==> src/rtl/lists_manager.sv <==
// Task-list manager for a small RTOS kernel: per-slot task state, one rank-ordered
// READY FIFO per priority, a delay list woken by the system tick, and a TCB read port.
module lists_manager #(
    parameter int MAX_TASKS = 16
) (
    input  logic        aclk,
    input  logic        aresetn,
    input  logic        insertnew_cmd,
    input  logic [31:0] tcb_task_in,
    input  logic [5:0]  pri_task_in,
    input  logic        insert_cmd,
    input  logic        suspend_cmd,
    input  logic        delete_cmd,
    input  logic        ins_dlylist_in,
    input  logic [7:0]  id_task_in,
    input  logic [31:0] valuedelay_in,
    input  logic [31:0] tickval_in,
    output logic [5:0]  highpriority_out,
    output logic [7:0]  ptr_hpritask_out,
    output logic [7:0]  ptr_nexttask_out,
    input  logic [7:0]  addr_read_in,
    output logic [31:0] tcb_read_out,
    output logic [7:0]  id_task_out
);

    localparam int          IW     = $clog2(MAX_TASKS);
    localparam logic [7:0]  MAX_ID = 8'(MAX_TASKS - 1);

    typedef enum logic [1:0] {FREE, READY, SUSPENDED, DELAYED} slot_state_e;
    typedef enum logic [2:0] {
        OP_NONE, OP_DELETE, OP_SUSPEND, OP_DELAY, OP_INSERT, OP_NEW, OP_WAKE
    } op_e;

    slot_state_e    state_q [MAX_TASKS];
    slot_state_e    state_d [MAX_TASKS];
    logic [31:0]    tcb_q   [MAX_TASKS];
    logic [31:0]    tcb_d   [MAX_TASKS];
    logic [5:0]     pri_q   [MAX_TASKS];
    logic [5:0]     pri_d   [MAX_TASKS];
    logic [31:0]    wake_q  [MAX_TASKS];
    logic [31:0]    wake_d  [MAX_TASKS];
    logic [IW-1:0]  rank_q  [MAX_TASKS];
    logic [IW-1:0]  rank_d  [MAX_TASKS];
    logic [7:0]     id_out_q, id_out_d;

    logic           free_found, wake_found;
    logic [IW-1:0]  free_idx, wake_idx;
    op_e            op;
    logic           tgt_ok;
    logic [IW-1:0]  tgt, act;
    slot_state_e    tgt_state;
    logic           do_remove, do_append;
    logic [5:0]     app_pri;
    logic [IW-1:0]  app_cnt;

    // Lowest-numbered FREE slot and lowest-numbered DELAYED slot due at this tick.
    always_comb begin
        free_found = 1'b0;
        free_idx   = '0;
        wake_found = 1'b0;
        wake_idx   = '0;
        for (int i = MAX_TASKS - 1; i >= 0; i--) begin
            if (state_q[i] == FREE) begin
                free_found = 1'b1;
                free_idx   = IW'(i);
            end
            if (state_q[i] == DELAYED && wake_q[i] == tickval_in) begin
                wake_found = 1'b1;
                wake_idx   = IW'(i);
            end
        end
    end

    // NOTE: every variable gets a default at the top of the block so no path infers a latch.
    always_comb begin
        state_d  = state_q;
        tcb_d    = tcb_q;
        pri_d    = pri_q;
        wake_d   = wake_q;
        rank_d   = rank_q;
        id_out_d = id_out_q;

        tgt_ok    = (id_task_in <= MAX_ID);
        tgt       = id_task_in[IW-1:0];
        tgt_state = state_q[tgt];
        act       = tgt;
        app_pri   = pri_q[tgt];
        do_remove = 1'b0;
        do_append = 1'b0;
        app_cnt   = '0;

        // One operation per cycle; a selected but invalid command still blocks the rest.
        if (delete_cmd)          op = OP_DELETE;
        else if (suspend_cmd)    op = OP_SUSPEND;
        else if (ins_dlylist_in) op = OP_DELAY;
        else if (insert_cmd)     op = OP_INSERT;
        else if (insertnew_cmd)  op = OP_NEW;
        else if (wake_found)     op = OP_WAKE;
        else                     op = OP_NONE;

        case (op)
            OP_DELETE: begin
                if (tgt_ok && tgt_state != FREE) begin
                    do_remove    = (tgt_state == READY);
                    state_d[tgt] = FREE;
                    rank_d[tgt]  = '0;
                end
            end
            OP_SUSPEND: begin
                if (tgt_ok && tgt_state != FREE) begin
                    do_remove    = (tgt_state == READY);
                    state_d[tgt] = SUSPENDED;
                    rank_d[tgt]  = '0;
                end
            end
            OP_DELAY: begin
                if (tgt_ok && tgt_state != FREE) begin
                    do_remove    = (tgt_state == READY);
                    state_d[tgt] = DELAYED;
                    wake_d[tgt]  = valuedelay_in;
                    rank_d[tgt]  = '0;
                end
            end
            OP_INSERT: begin
                if (tgt_ok && (tgt_state == SUSPENDED || tgt_state == DELAYED)) begin
                    pri_d[tgt]   = pri_task_in;
                    app_pri      = pri_task_in;
                    state_d[tgt] = READY;
                    do_append    = 1'b1;
                end
            end
            OP_NEW: begin
                if (free_found) begin
                    act          = free_idx;
                    tcb_d[act]   = tcb_task_in;
                    pri_d[act]   = pri_task_in;
                    app_pri      = pri_task_in;
                    state_d[act] = READY;
                    do_append    = 1'b1;
                    id_out_d     = 8'(free_idx);
                end else begin
                    id_out_d     = 8'hFF;
                end
            end
            OP_WAKE: begin
                act          = wake_idx;
                app_pri      = pri_q[wake_idx];
                state_d[act] = READY;
                do_append    = 1'b1;
            end
            default: ;
        endcase

        // Close the gap left behind the removed task in its priority FIFO.
        if (do_remove) begin
            for (int j = 0; j < MAX_TASKS; j++) begin
                if (state_q[j] == READY && pri_q[j] == pri_q[tgt] && rank_q[j] > rank_q[tgt])
                    rank_d[j] = rank_q[j] - IW'(1);
            end
        end

        // The appended task is never READY beforehand, so it is not in its own count.
        if (do_append) begin
            for (int j = 0; j < MAX_TASKS; j++) begin
                if (state_q[j] == READY && pri_q[j] == app_pri)
                    app_cnt = app_cnt + IW'(1);
            end
            rank_d[act] = app_cnt;
        end
    end

    // NOTE: the slot arrays are reset explicitly because a reset must discard every list.
    always_ff @(posedge aclk) begin
        if (aresetn) begin
            for (int i = 0; i < MAX_TASKS; i++) begin
                state_q[i] <= FREE;
                tcb_q[i]   <= '0;
                pri_q[i]   <= '0;
                wake_q[i]  <= '0;
                rank_q[i]  <= '0;
            end
            id_out_q <= 8'hFF;
        end else begin
            state_q  <= state_d;
            tcb_q    <= tcb_d;
            pri_q    <= pri_d;
            wake_q   <= wake_d;
            rank_q   <= rank_d;
            id_out_q <= id_out_d;
        end
    end

    logic [5:0] hp;
    logic [7:0] hpri, nxt;
    logic       nxt_found;
    logic       rd_ok;
    logic [IW-1:0] rd_idx;

    always_comb begin
        hp = '0;
        for (int i = 0; i < MAX_TASKS; i++) begin
            if (state_q[i] == READY && pri_q[i] > hp)
                hp = pri_q[i];
        end
        hpri      = 8'hFF;
        nxt       = 8'hFF;
        nxt_found = 1'b0;
        for (int i = 0; i < MAX_TASKS; i++) begin
            if (state_q[i] == READY && pri_q[i] == hp) begin
                if (rank_q[i] == '0)
                    hpri = 8'(i);
                if (rank_q[i] == IW'(1)) begin
                    nxt       = 8'(i);
                    nxt_found = 1'b1;
                end
            end
        end
        // A single-entry FIFO reports its head as the next task as well.
        if (!nxt_found)
            nxt = hpri;
    end

    assign rd_ok  = (addr_read_in <= MAX_ID);
    assign rd_idx = addr_read_in[IW-1:0];

    assign highpriority_out = hp;
    assign ptr_hpritask_out = hpri;
    assign ptr_nexttask_out = nxt;
    assign tcb_read_out     = (rd_ok && state_q[rd_idx] != FREE) ? tcb_q[rd_idx] : 32'h0;
    assign id_task_out      = id_out_q;

endmodule

==> config.mk <==
export PLATFORM = sky130hd
export DESIGN_NAME = lists_manager
export DESIGN_NICKNAME = d
export VERILOG_FILES = /design/src/rtl/lists_manager.sv
export SDC_FILE = /design/constraint.sdc
export NUM_CORES = 2
export LEC_CHECK = 0
export BUFFER_PORTS_ARGS = -buffer_cell sky130_fd_sc_hd__clkbuf_2
export CAP_MARGIN = 10
export CORE_AREA = 4 4 454 456
export CTS_BUF_LIST = sky130_fd_sc_hd__clkbuf_2 sky130_fd_sc_hd__clkbuf_4 sky130_fd_sc_hd__clkbuf_8
export CTS_CLUSTER_DIAMETER = 60
export CTS_CLUSTER_SIZE = 16
export DETAILED_ROUTE_END_ITERATION = 8
export DIE_AREA = 0 0 458 460
export SLEW_MARGIN = 10
export SYNTH_ARGS = -nofsm -noshare
export SYNTH_HDL_FRONTEND = slang
export SYNTH_SLANG_ARGS = --single-unit
==> constraint.sdc <==
create_clock -name aclk -period 51.6 [get_ports aclk]
set_input_delay 2.58 -clock aclk [delete_from_list [all_inputs] [get_ports aclk]]
set_output_delay 2.58 -clock aclk [all_outputs]
set_load 0.01 [all_outputs]
==> impl_metrics.tcl <==
set metrics [dict create \
    critical_path.max_stage_delay_ns 1.00 \
    drive_gt1_share_pct 10.9 \
    holdPathEnd "tcb_q[433]" \
    arrival_ns 31.52 \
    skew_ns 0.126 \
    nFillCells 20700 \
    swShare_pct 28.3 \
    ys_ff_latch 1221 \
    cts_buffer_depth 3 \
    max_freq_mhz 29.3 \
    startpoint_type "flip-flop" \
    cts_buffers 113 \
    synth_area_um2 70300 \
    relSlewSlack_pct 14.1 \
    syn_nets 9290 \
    port-buffer-count 186 \
    grt-ovfl-total 0 \
    r2r_start "state_q[6]" \
    die-area_um2 211000 \
    avgSynthCellArea_um2 7.81 \
    hold_class "flip-flop to flip-flop" \
    period_share_pct 66.1 \
    status "complete, but fails checks" \
    total_leakage_power_nw 26.5 \
    ir_drop_v 0.0000192 \
    period_needed_ns 34.10 \
    syn_inst 9002 \
    finalSetupViolCount 0 \
    cts_tree "built" \
    drtIter0Drc 7567 \
    grt_pass1_wl_um 414000 \
    cts.clk_slew.worst_paths_ns 0.09 \
    grt_max_degree 240 \
    r2r_slack_ns 36.74 \
    synthFlopType "dfxtp_1" \
    postCtsSetupBuffers 0 \
    p_per_area_nw_per_um2 23.0 \
    dr.pass1.iters 9 \
    vias_per_cell 5.74 \
    die_h_um 460 \
    grt_usage_pct 26.0 \
    num_rows 165 \
    vias 65700 \
    slew_violations 0 \
    hold_buffers 0 \
    cp.required_ns 49.02 \
    ant_nets 0 \
    initial_core_util_pct 34.9 \
    tns_ns 0 \
    drv_cap 0 \
    power_frac_clock_pct 38.4 \
    critPathMaxFanout 20 \
    die_x_um 458 \
    synth.distinct_cells 124 \
    worstMarginPinSlew_ns 1.29 \
    io-pin-count 187 \
    htreeDepth 3 \
    cts_resized 0 \
    cp_slowest_cell "o31ai_2" \
    p_comb_share_pct 7.4 \
    worst-setup-path-type "flip-flop to output pin" \
    seq_power_share_pct 54.2 \
    clock-sinks 1221 \
    synth_warnings 0 \
    internal_power_w 0.00125 \
    rsz0062_at_grt "no" \
    hold_depth 2 \
    core_area_um2 202000 \
    placed_cells 11200 \
    dp_hpwl_um 181000 \
    grt_pass1_vias 61600 \
    routabilityCongestion 0.970 \
    cp_common_cell "ha_1" \
    ys_seq_area_share_pct 34.8 \
    final_cells 11400 \
    wl_um 287000 \
    syn_to_final_growth_pct 7.64 \
    antenna_found_initial 12 \
    synth_edf_count 0 \
    fin_nets 8980 \
    r2r_cells 59 \
    min_from "tcb_q[433]" \
    cts-root-buf "clkbuf_8" \
    async_reset_ff_share_pct 0 \
    finalHoldViolations 0 \
    switching_power_w 0.000493 \
    insertion_delay_ns 0.95 \
    critPathCaptureType "output pin" \
    wl_per_cell_um 25.1 \
    r2r-end "rank_q[33]" \
    drc 2 \
    violations "design-rule violations" \
]
## synth_stat cells, drive strengths merged (24+ instances only)
| cell type | instances | area (um2) |
|---|---|---|
| nand2 | 2422 | 9100 |
| or2 | 26 | 163 |
| nand3 | 96 | 480 |
| o211ai | 49 | 387 |
| nand4 | 96 | 601 |
| o22ai | 27 | 169 |
| nor2b | 77 | 482 |
| a21oi | 1221 | 6110 |
| a31oi | 24 | 171 |
| clkbuf | 636 | 2390 |
| nor4 | 142 | 910 |
| mux4 | 223 | 5020 |
| xnor2 | 319 | 2820 |
| a22oi | 27 | 203 |
| nand2b | 52 | 325 |
| ha | 163 | 2040 |
| mux2 | 37 | 428 |
| inv | 168 | 631 |
| mux2i | 154 | 1610 |
| dfxtp | 1221 | 24400 |
| xor2 | 521 | 4560 |
| o21a | 32 | 250 |
| a211oi | 36 | 285 |
| nor3 | 139 | 706 |
| buf | 152 | 671 |
| nor2 | 413 | 1550 |
| o21ai | 221 | 1120 |
## power by group through the flow
stage,registers [W],clock network [W],logic (W)
detailed placement,0.000965,0,0.000125
finish,0.000943,0.000668,0.000129
floorplan,0.000965,0,0.0000755
CTS,0.000943,0.000680,0.000126
global route,0.000943,0.000711,0.000132
global placement,0.000965,0,0.000125
## through the flow
| stage | util, % | hold slack [ns] | setup slack (ns) | cell area [um2] | total power [W] |
|---|---|---|---|---|---|
| floorplan | - | 0.433 | 23.29 | 70300 | 0.00104 |
| global placement | 36.3 | 0.438 | 19.06 | 73100 | 0.00109 |
| detailed placement | 36.3 | 0.444 | 18.81 | 73100 | 0.00109 |
| CTS | 37.5 | 0.458 | 17.69 | 75700 | 0.00175 |
| global route | 37.5 | 0.471 | 15.17 | 75700 | 0.00179 |
| finish | 37.5 | 0.456 | 17.50 | 75700 | 0.00174 |
## logic make-up (layout without fill, tap and decap cells)
kind of cell,Yosys count,count (layout),share of synthesized area (%)
simple gates,3588,3588,21.7
flops,1221,1221,34.8
mux,414,414,10.0
fa+ha+maj,172,172,3.03
compound gates,1801,1801,14.7
buf+inv,966,730,5.30
other cells,0,10,0
xor+xnor,840,840,10.5
## critical path, delay by kind of cell (launching register included)
kind	cells	cell delay [ns]
flops	1	0.48
mux	8	2.43
xor+xnor	1	0.12
buf+inv	12	1.28
compound gates	46	14.01
fa+ha+maj	15	4.60
simple gates	36	7.53
## final cells by class
cell class                      count  area (um2)  share of cell area [%]
Tap cell                         2672        3340                    4.42
Timing Repair Buffer              363        2320                    3.07
Clock buffer                      129        1730                    2.28
Clock inverter                     60         787                    1.04
Inverter                          178         668                   0.883
Sequential cell                  1221       24400                    32.3
Multi-Input combinational cell   6815       42400                    56.0
Antenna cell                       10        25.0                  0.0331
## cells in the final DEF (no fill, tap or decap), types with 12 or more instances in the layout
cell type	instances
and3_1	21
nand3_1	96
a31oi_1	22
a21oi_1	1216
nand2_2	19
and2_1	18
nand2b_1	52
a311oi_1	19
or3_1	21
nand3b_1	16
nor3_2	18
or4_1	12
inv_1	167
dfxtp_1	1221
o21a_1	29
nor2b_1	77
nor3_1	121
o21ai_0	199
nand4_1	96
o22ai_1	27
a21o_1	14
xor2_1	521
a22oi_1	27
clkbuf_2	180
o21ai_1	17
nand2_1	2402
ha_1	163
clkbuf_8	122
nor2_2	17
xnor2_1	315
mux2i_1	147
o211ai_1	47
nor2_1	394
or2_2	23
mux4_2	223
nor4_1	139
buf_4	175
a211oi_1	33
mux2_2	33
## sequential cells by signal (all words and copies together), names as in the netlist
signal,flops
id_task_out,5
pri_q,96
rank_q,64
state_q,32
tcb_q,512
wake_q,512
## metal layers
layer | global-route usage [%] | vias to the layer above | routed length (um)
met4 | 14.0 | 4 | 16900
met3 | 4.77 | 812 | 25600
met1 | 32.7 | 31700 | 113000
met2 | 42.1 | 3388 | 131000
li1 | - | 29800 | -
met5 | 0 | - | 187
## worst max-delay path by stage
stage	depth (start not counted)	from	end	slack, ns
3_5_place_dp	119	state_q[30]	ptr_nexttask_out[7]	18.81
2_1_floorplan	133	state_q[30]	ptr_nexttask_out[5]	23.29
3_3_place_gp	119	state_q[30]	ptr_nexttask_out[4]	19.06
5_1_grt	116	state_q[30]	ptr_nexttask_out[4]	15.17
4_1_cts	119	state_q[30]	ptr_nexttask_out[7]	17.69
6_report	118	state_q[30]	ptr_nexttask_out[7]	17.50
No activity file was read; power rests on OpenSTA's default activity.
